<file path="src/rtl/branch_prediction_unit.sv">
// Direct-mapped BTB with 2-bit counters and a Fetch->Decode->Execute shadow pipeline.
// Define BPU_JAL_ALLOC_EN to allocate JAL entries and enable uncond_branch_hit_EXE_o.
module branch_prediction_unit #(
    parameter int ENTRY_NUM = 32,
    parameter int XLEN      = 32
) (
    input  logic            clk_i,
    input  logic            rst_i,
    input  logic            stall_pipe_i,
    input  logic            stall_fd_i,
    input  logic            flush2fet_i,
    input  logic            flush2dec_i,
    input  logic [XLEN-1:0] pc_IF_i,
    output logic            branch_hit_o,
    output logic            branch_decision_o,
    output logic [XLEN-1:0] branch_target_addr_o,
    input  logic            is_cond_branch_EXE_i,
    input  logic            is_jal_EXE_i,
    input  logic [XLEN-1:0] pc_EXE_i,
    input  logic            branch_taken_i,
    input  logic [XLEN-1:0] branch_target_addr_EXE_i,
    output logic            cond_branch_hit_EXE_o,
    output logic            uncond_branch_hit_EXE_o,
    output logic            cond_branch_misprediction_o
);
    localparam int IDX = $clog2(ENTRY_NUM);
    localparam int TW  = XLEN - IDX - 2;

    typedef struct packed {
        logic            hit;
        logic            decision;
        logic            is_cond;
        logic [XLEN-1:0] target;
    } shadow_t;

    logic [ENTRY_NUM-1:0]           valid;
    logic [ENTRY_NUM-1:0][TW-1:0]   tag;
    logic [ENTRY_NUM-1:0][XLEN-1:0] target;
    logic [ENTRY_NUM-1:0][1:0]      cnt;
`ifdef BPU_JAL_ALLOC_EN
    logic [ENTRY_NUM-1:0]           is_cond;
`endif

    logic [IDX-1:0] rd_idx, wr_idx;
    logic [TW-1:0]  wr_tag;
    logic           rd_cond;
    shadow_t        fd, de;
    logic           unused_bits;

    assign rd_idx = pc_IF_i[IDX+1:2];
    assign wr_idx = pc_EXE_i[IDX+1:2];
    assign wr_tag = pc_EXE_i[XLEN-1:IDX+2];
    assign unused_bits = ^{pc_IF_i[1:0], pc_EXE_i[1:0], is_jal_EXE_i};

`ifdef BPU_JAL_ALLOC_EN
    assign rd_cond = is_cond[rd_idx];
`else
    assign rd_cond = 1'b1;
`endif

    // Target is gated by hit so every output reads 0 out of reset.
    always_comb begin
        branch_hit_o         = valid[rd_idx] && (tag[rd_idx] == pc_IF_i[XLEN-1:IDX+2]);
        branch_decision_o    = branch_hit_o && (!rd_cond || cnt[rd_idx][1]);
        branch_target_addr_o = branch_hit_o ? target[rd_idx] : '0;
    end

    always_ff @(posedge clk_i or posedge rst_i) begin
        if (rst_i) begin
            fd <= '0;
            de <= '0;
        end else if (!stall_pipe_i) begin
            if (flush2fet_i)
                fd <= '0;
            else if (!stall_fd_i)
                fd <= '{hit: branch_hit_o, decision: branch_decision_o,
                        is_cond: rd_cond, target: branch_target_addr_o};
            if (flush2dec_i)
                de <= '0;
            else
                de <= fd;
        end
    end

    assign cond_branch_hit_EXE_o = de.hit && de.is_cond && is_cond_branch_EXE_i;
    assign cond_branch_misprediction_o = cond_branch_hit_EXE_o &&
        ((de.decision != branch_taken_i) ||
         (de.decision && (de.target != branch_target_addr_EXE_i)));
`ifdef BPU_JAL_ALLOC_EN
    assign uncond_branch_hit_EXE_o = de.hit && !de.is_cond && is_jal_EXE_i &&
                                     (de.target == branch_target_addr_EXE_i);
`else
    assign uncond_branch_hit_EXE_o = 1'b0;
`endif

    // A conditional "hit" is the one carried down the shadow pipe, not a re-lookup.
    always_ff @(posedge clk_i or posedge rst_i) begin
        if (rst_i) begin
            valid  <= '0;
            tag    <= '0;
            target <= '0;
            cnt    <= {ENTRY_NUM{2'b01}};
`ifdef BPU_JAL_ALLOC_EN
            is_cond <= '0;
`endif
        end else if (!stall_pipe_i) begin
            if (is_cond_branch_EXE_i) begin
                if (cond_branch_hit_EXE_o) begin
                    if (branch_taken_i) begin
                        target[wr_idx] <= branch_target_addr_EXE_i;
                        if (cnt[wr_idx] != 2'b11)
                            cnt[wr_idx] <= cnt[wr_idx] + 2'b01;
                    end else if (cnt[wr_idx] != 2'b00) begin
                        cnt[wr_idx] <= cnt[wr_idx] - 2'b01;
                    end
                end else if (branch_taken_i) begin
                    valid[wr_idx]  <= 1'b1;
                    tag[wr_idx]    <= wr_tag;
                    target[wr_idx] <= branch_target_addr_EXE_i;
                    cnt[wr_idx]    <= 2'b10;
`ifdef BPU_JAL_ALLOC_EN
                    is_cond[wr_idx] <= 1'b1;
`endif
                end
            end
`ifdef BPU_JAL_ALLOC_EN
            else if (is_jal_EXE_i) begin
                valid[wr_idx]   <= 1'b1;
                tag[wr_idx]     <= wr_tag;
                target[wr_idx]  <= branch_target_addr_EXE_i;
                cnt[wr_idx]     <= 2'b11;
                is_cond[wr_idx] <= 1'b0;
            end
`endif
        end
    end
endmodule
</file>
<file path="config.mk">
export PLATFORM = sky130hd
export DESIGN_NAME = branch_prediction_unit
export DESIGN_NICKNAME = d
export VERILOG_FILES = /design/src/rtl/branch_prediction_unit.sv
export SDC_FILE = /design/constraint.sdc
export NUM_CORES = 2
export LEC_CHECK = 0
export ABC_CLOCK_PERIOD_IN_PS = 81800
export BUFFER_PORTS_ARGS = -buffer_cell sky130_fd_sc_hd__buf_2
export CAP_MARGIN = 20
export CELL_PAD_IN_SITES_DETAIL_PLACEMENT = 0
export CELL_PAD_IN_SITES_GLOBAL_PLACEMENT = 1
export CORE_UTILIZATION = 54
export DETAILED_ROUTE_END_ITERATION = 6
export PLACE_DENSITY_LB_ADDON = 0.1
export SYNTH_ARGS = -nofsm -noshare
export SYNTH_HDL_FRONTEND = slang
export SYNTH_SLANG_ARGS = --single-unit
</file>
<file path="constraint.sdc">
create_clock -name clk_i -period 81.8 [get_ports clk_i]
set_input_delay 16.36 -clock clk_i [delete_from_list [all_inputs] [get_ports clk_i]]
set_output_delay 16.36 -clock clk_i [all_outputs]
set_load 0.01 [all_outputs]
</file>
==> metrics.log <==
[metrics] placed instance count: 7721
[metrics] most used cells in the layout excluding fill and tap cells: sky130_fd_sc_hd__dfrtp_1 (1958), sky130_fd_sc_hd__mux2_2 (1876), sky130_fd_sc_hd__mux4_2 (525), sky130_fd_sc_hd__clkbuf_16 (212), sky130_fd_sc_hd__buf_2 (132)
[metrics] critical path's slowest cell: sky130_fd_sc_hd__buf_4
[metrics] post-route setup TNS: 0 ns
[metrics] combined area of the multi-input logic cells: 39000 µm²
[metrics] critical-path cell list: buf_8, buf_4, buf_12, buf_4, buf_4, mux4_2, mux4_2, mux2i_1, nor3_1, buf_2
[metrics] compound-gate portion of the synthesized area: 1.85%
[metrics] CTS Sinks: 1990
[metrics] adder-cell area share of the yosys netlist: 0.0276%
[metrics] post-synthesis async set-or-reset flop share: 100%
[metrics] worst clock skew on the final layout: 0.0208 ns
[metrics] required time of the critical path: 65.44 ns
[metrics] max cap viols: 0
[metrics] Yosys top cell area share: 54.0%
[metrics] fraction of the core area covered by cells at the end of the flow: 60.1%
[metrics] area taken by flip-flops and latches: 49800 µm²
[metrics] final instance area: 100000 µm²
[metrics] post-route non-filler standard cell count: 8120
[metrics] drt initial violations: 4218
[metrics] proportion of layout cells with a drive suffix above 1: 53.7%
[metrics] antenna viol nets, final: 0
[metrics] flip-flop and latch count after synthesis: 1990
[metrics] final clock period utilization by the worst path: 46.9%
[metrics] leftover overflow at the end of global routing: 0
[metrics] gate count of the mapped netlist: 5796
[metrics] final weighted congestion of routability-driven global placement: 0.768
[metrics] final number of setup-violating endpoints: 0
[metrics] Mapped Nets: 5903
[metrics] via count of the first global-routing pass: 54200
[metrics] largest stage delay on the critical path: 0.85 ns
[metrics] drt first pass iters: 7
[metrics] Unique masters post-synth: 67
[metrics] Hold Path Origin: valid[13]
[metrics] maximum number of pins on one net before global-route repair: 180
[metrics] post-synthesis to final-layout area growth: 10.7%
[metrics] Static Leak: 47.0 nW
[metrics] Fill cells: 12800
[metrics] endpoint kind of the worst setup timing path: output pin
[metrics] Post-synth top flop: sky130_fd_sc_hd__dfrtp_1
[metrics] clock latency on the worst-skew pair: 0.83 ns
[metrics] pins over their slew limit: 0
[metrics] Final #Nets: 5839
[metrics] hold-fix buffer count after cts: 0
[metrics] class of the most critical hold timing path: flip-flop to flip-flop
[metrics] yosys warns: 0
[metrics] peak ir drop on the vdd network: 0.0242 mV
[metrics] Remaining DRCs: 0
[metrics] total power per unit cell area: 22.7 nW/µm²
[metrics] xor and xnor fraction of the mapped netlist area: 0.502%
[metrics] Hold Fails Final Rpt: 0
[metrics] slew of the pin with the lowest slew margin: 1.14 ns
[metrics] most common cell after layout, fill and taps aside: sky130_fd_sc_hd__dfrtp_1
[metrics] Worst setup startpoint: pc_IF_i[2]
[metrics] FF-to-FF Start: de[32]
[metrics] die width: 412 µm
[metrics] Slew Limit Headroom: 23.4%
[metrics] die outline height: 412 µm
[metrics] maximum clock insertion buffer count: 3
[metrics] Post-CTS Repair Setup Buffers: 0
[metrics] starting density of the core: 54.3%
[metrics] mean post-synth cell area: 15.7 µm²
[metrics] dominant cell type by count on the critical path: sky130_fd_sc_hd__buf_4
[metrics] cell types with the largest area share after synthesis: sky130_fd_sc_hd__dfrtp_1 (54%), sky130_fd_sc_hd__mux2_2 (23%), sky130_fd_sc_hd__mux4_2 (13%), sky130_fd_sc_hd__clkbuf_1 (1.6%), sky130_fd_sc_hd__mux2i_1 (1.3%)
[metrics] multiplexer fraction of the synthesized cell area: 37.6%
[metrics] wire length of the first global-routing pass: 372000 µm
[metrics] Data arrival, critical path: 21.98 ns
[metrics] run status: finished clean
[metrics] buffer cell driving the clock tree root: sky130_fd_sc_hd__clkbuf_16
[metrics] Port Buffers: 135
[metrics] instance area at placement: 93400 µm²
[metrics] sequential share of the synthesized area: 54.9%
[metrics] I/O Pins: 142
[metrics] initial antenna violation count: 21
[metrics] total number of placement rows: 150
[metrics] Crit path max-delay family: buffers and inverters
[metrics] PostCTS Resize Cnt: 0
[metrics] number of flops mapped to enable cells by yosys: 0
[metrics] top cell type by total area after synthesis: sky130_fd_sc_hd__dfrtp_1
[metrics] clock slew seen by the registers of the worst setup and hold paths: 0.06 ns
[metrics] critical setup path kind: primary input to output pin
[metrics] TritonCTS clock tree: built
[metrics] main combinational cell family by area after synthesis: multiplexers
[metrics] simple-gate share of the synthesized area: 2.51%
[metrics] crit path launch type: primary input
[metrics] buffer and inverter count on the worst path: 6
[metrics] die area: 170000 µm²
[metrics] HPWL reported at the end of detailed placement: 132000 µm
[metrics] WL final: 248000 µm
[metrics] aggregate global-route resource usage: 29.9%
[metrics] clock buffers created by TritonCTS: 209
[metrics] ratio of routed vias to standard cells: 6.37
[metrics] timing-limited maximum frequency: 26.1 MHz
[metrics] CP max FO: 85
[metrics] total vias in the final route: 51700
[metrics] wire length per cell after detailed routing: 30.5 µm
[metrics] number of H-tree levels: 4
[metrics] Tmin final: 38.34 ns
[metrics] total core area: 167000 µm²
[metrics] RSZ-0062 raised after global routing: no
[metrics] cell area after synthesis: 90800 µm²
[worst paths after layout]
path / end / cells past startpoint / slack, ns
worst max-delay path: branch_target_addr_o[12] / 10 / 43.46
worst min-delay path: valid[13] / 1 / 0.46
worst max register to register: tag[444] / 6 / 77.81
worst min register to register: valid[13] / 1 / 0.46
max in group asynchronous: target[1008] / 8 / 61.71
min in group asynchronous: cnt[59] / 2 / 15.73
[cells in the mapped netlist (35+ instances only)]
library cell / count
sky130_fd_sc_hd__nand2_1: 87
sky130_fd_sc_hd__mux4_2: 525
sky130_fd_sc_hd__o31ai_1: 35
sky130_fd_sc_hd__mux2i_1: 121
sky130_fd_sc_hd__clkbuf_1: 378
sky130_fd_sc_hd__or2_2: 61
sky130_fd_sc_hd__buf_1: 46
sky130_fd_sc_hd__nor2_1: 106
sky130_fd_sc_hd__dfrtp_1: 1958
sky130_fd_sc_hd__nor3_1: 61
sky130_fd_sc_hd__mux2_2: 1876
sky130_fd_sc_hd__buf_2: 89
[logic make-up (layout without fill, tap and decap cells)]
logic type / count (synthesis) / in the layout
AO/OA/AOI/OAI: 231 / 231
XOR/XNOR: 52 / 52
adder cells (fa/ha/maj): 2 / 2
buffers and inverters: 553 / 667
flip-flops: 1990 / 1990
multiplexers: 2522 / 2522
other: 1 / 7
AND/OR/NAND/NOR: 445 / 445
[flip-flops by register name (all words and copies together), names as in the netlist]
name,count
fd,35
cnt,64
de,35
valid,32
target,1024
tag,800
[power breakdown]
part,internal [mW],leakage (nW),total [mW],switching (mW)
Clock,0.558,3.41,0.957,0.399
Sequential,1.06,27.0,1.10,0.0378
Combinational,0.116,16.7,0.222,0.105
[area by class of cell]
cell class,instances,share of cell area [%]
Clock inverter,62,0.691
Tap cell,2204,2.75
Sequential cell,1990,49.6
Clock buffer,327,6.21
Inverter,11,0.0560
Multi-Input combinational cell,3253,38.8
Antenna cell,6,0.0149
Timing Repair Buffer,267,1.84
[stage by stage]
| step | power [mW] | setup WS, ns | hold WS (ns) |
|---|---|---|---|
| after floorplan | 1.29 | 9.29 | 0.429 |
| after CTS | 2.30 | 43.22 | 0.462 |
| after global placement | 1.33 | 43.17 | 0.444 |
| final | 2.28 | 43.46 | 0.463 |
| after global routing | 2.36 | 42.96 | 0.478 |
| after detailed placement | 1.34 | 43.21 | 0.448 |
[per-layer routing]
layer / global-route usage, % / wire (µm) / vias to the layer above
met4: 7.38 / 5820 / 16
met2: 49.2 / 123000 / 1331
met1: 41.9 / 106000 / 28600
li1: - / - / 21400
met5: 0 / 107 / -
met3: 4.54 / 12600 / 360
Note: power is estimated with default switching activity, not from simulation.
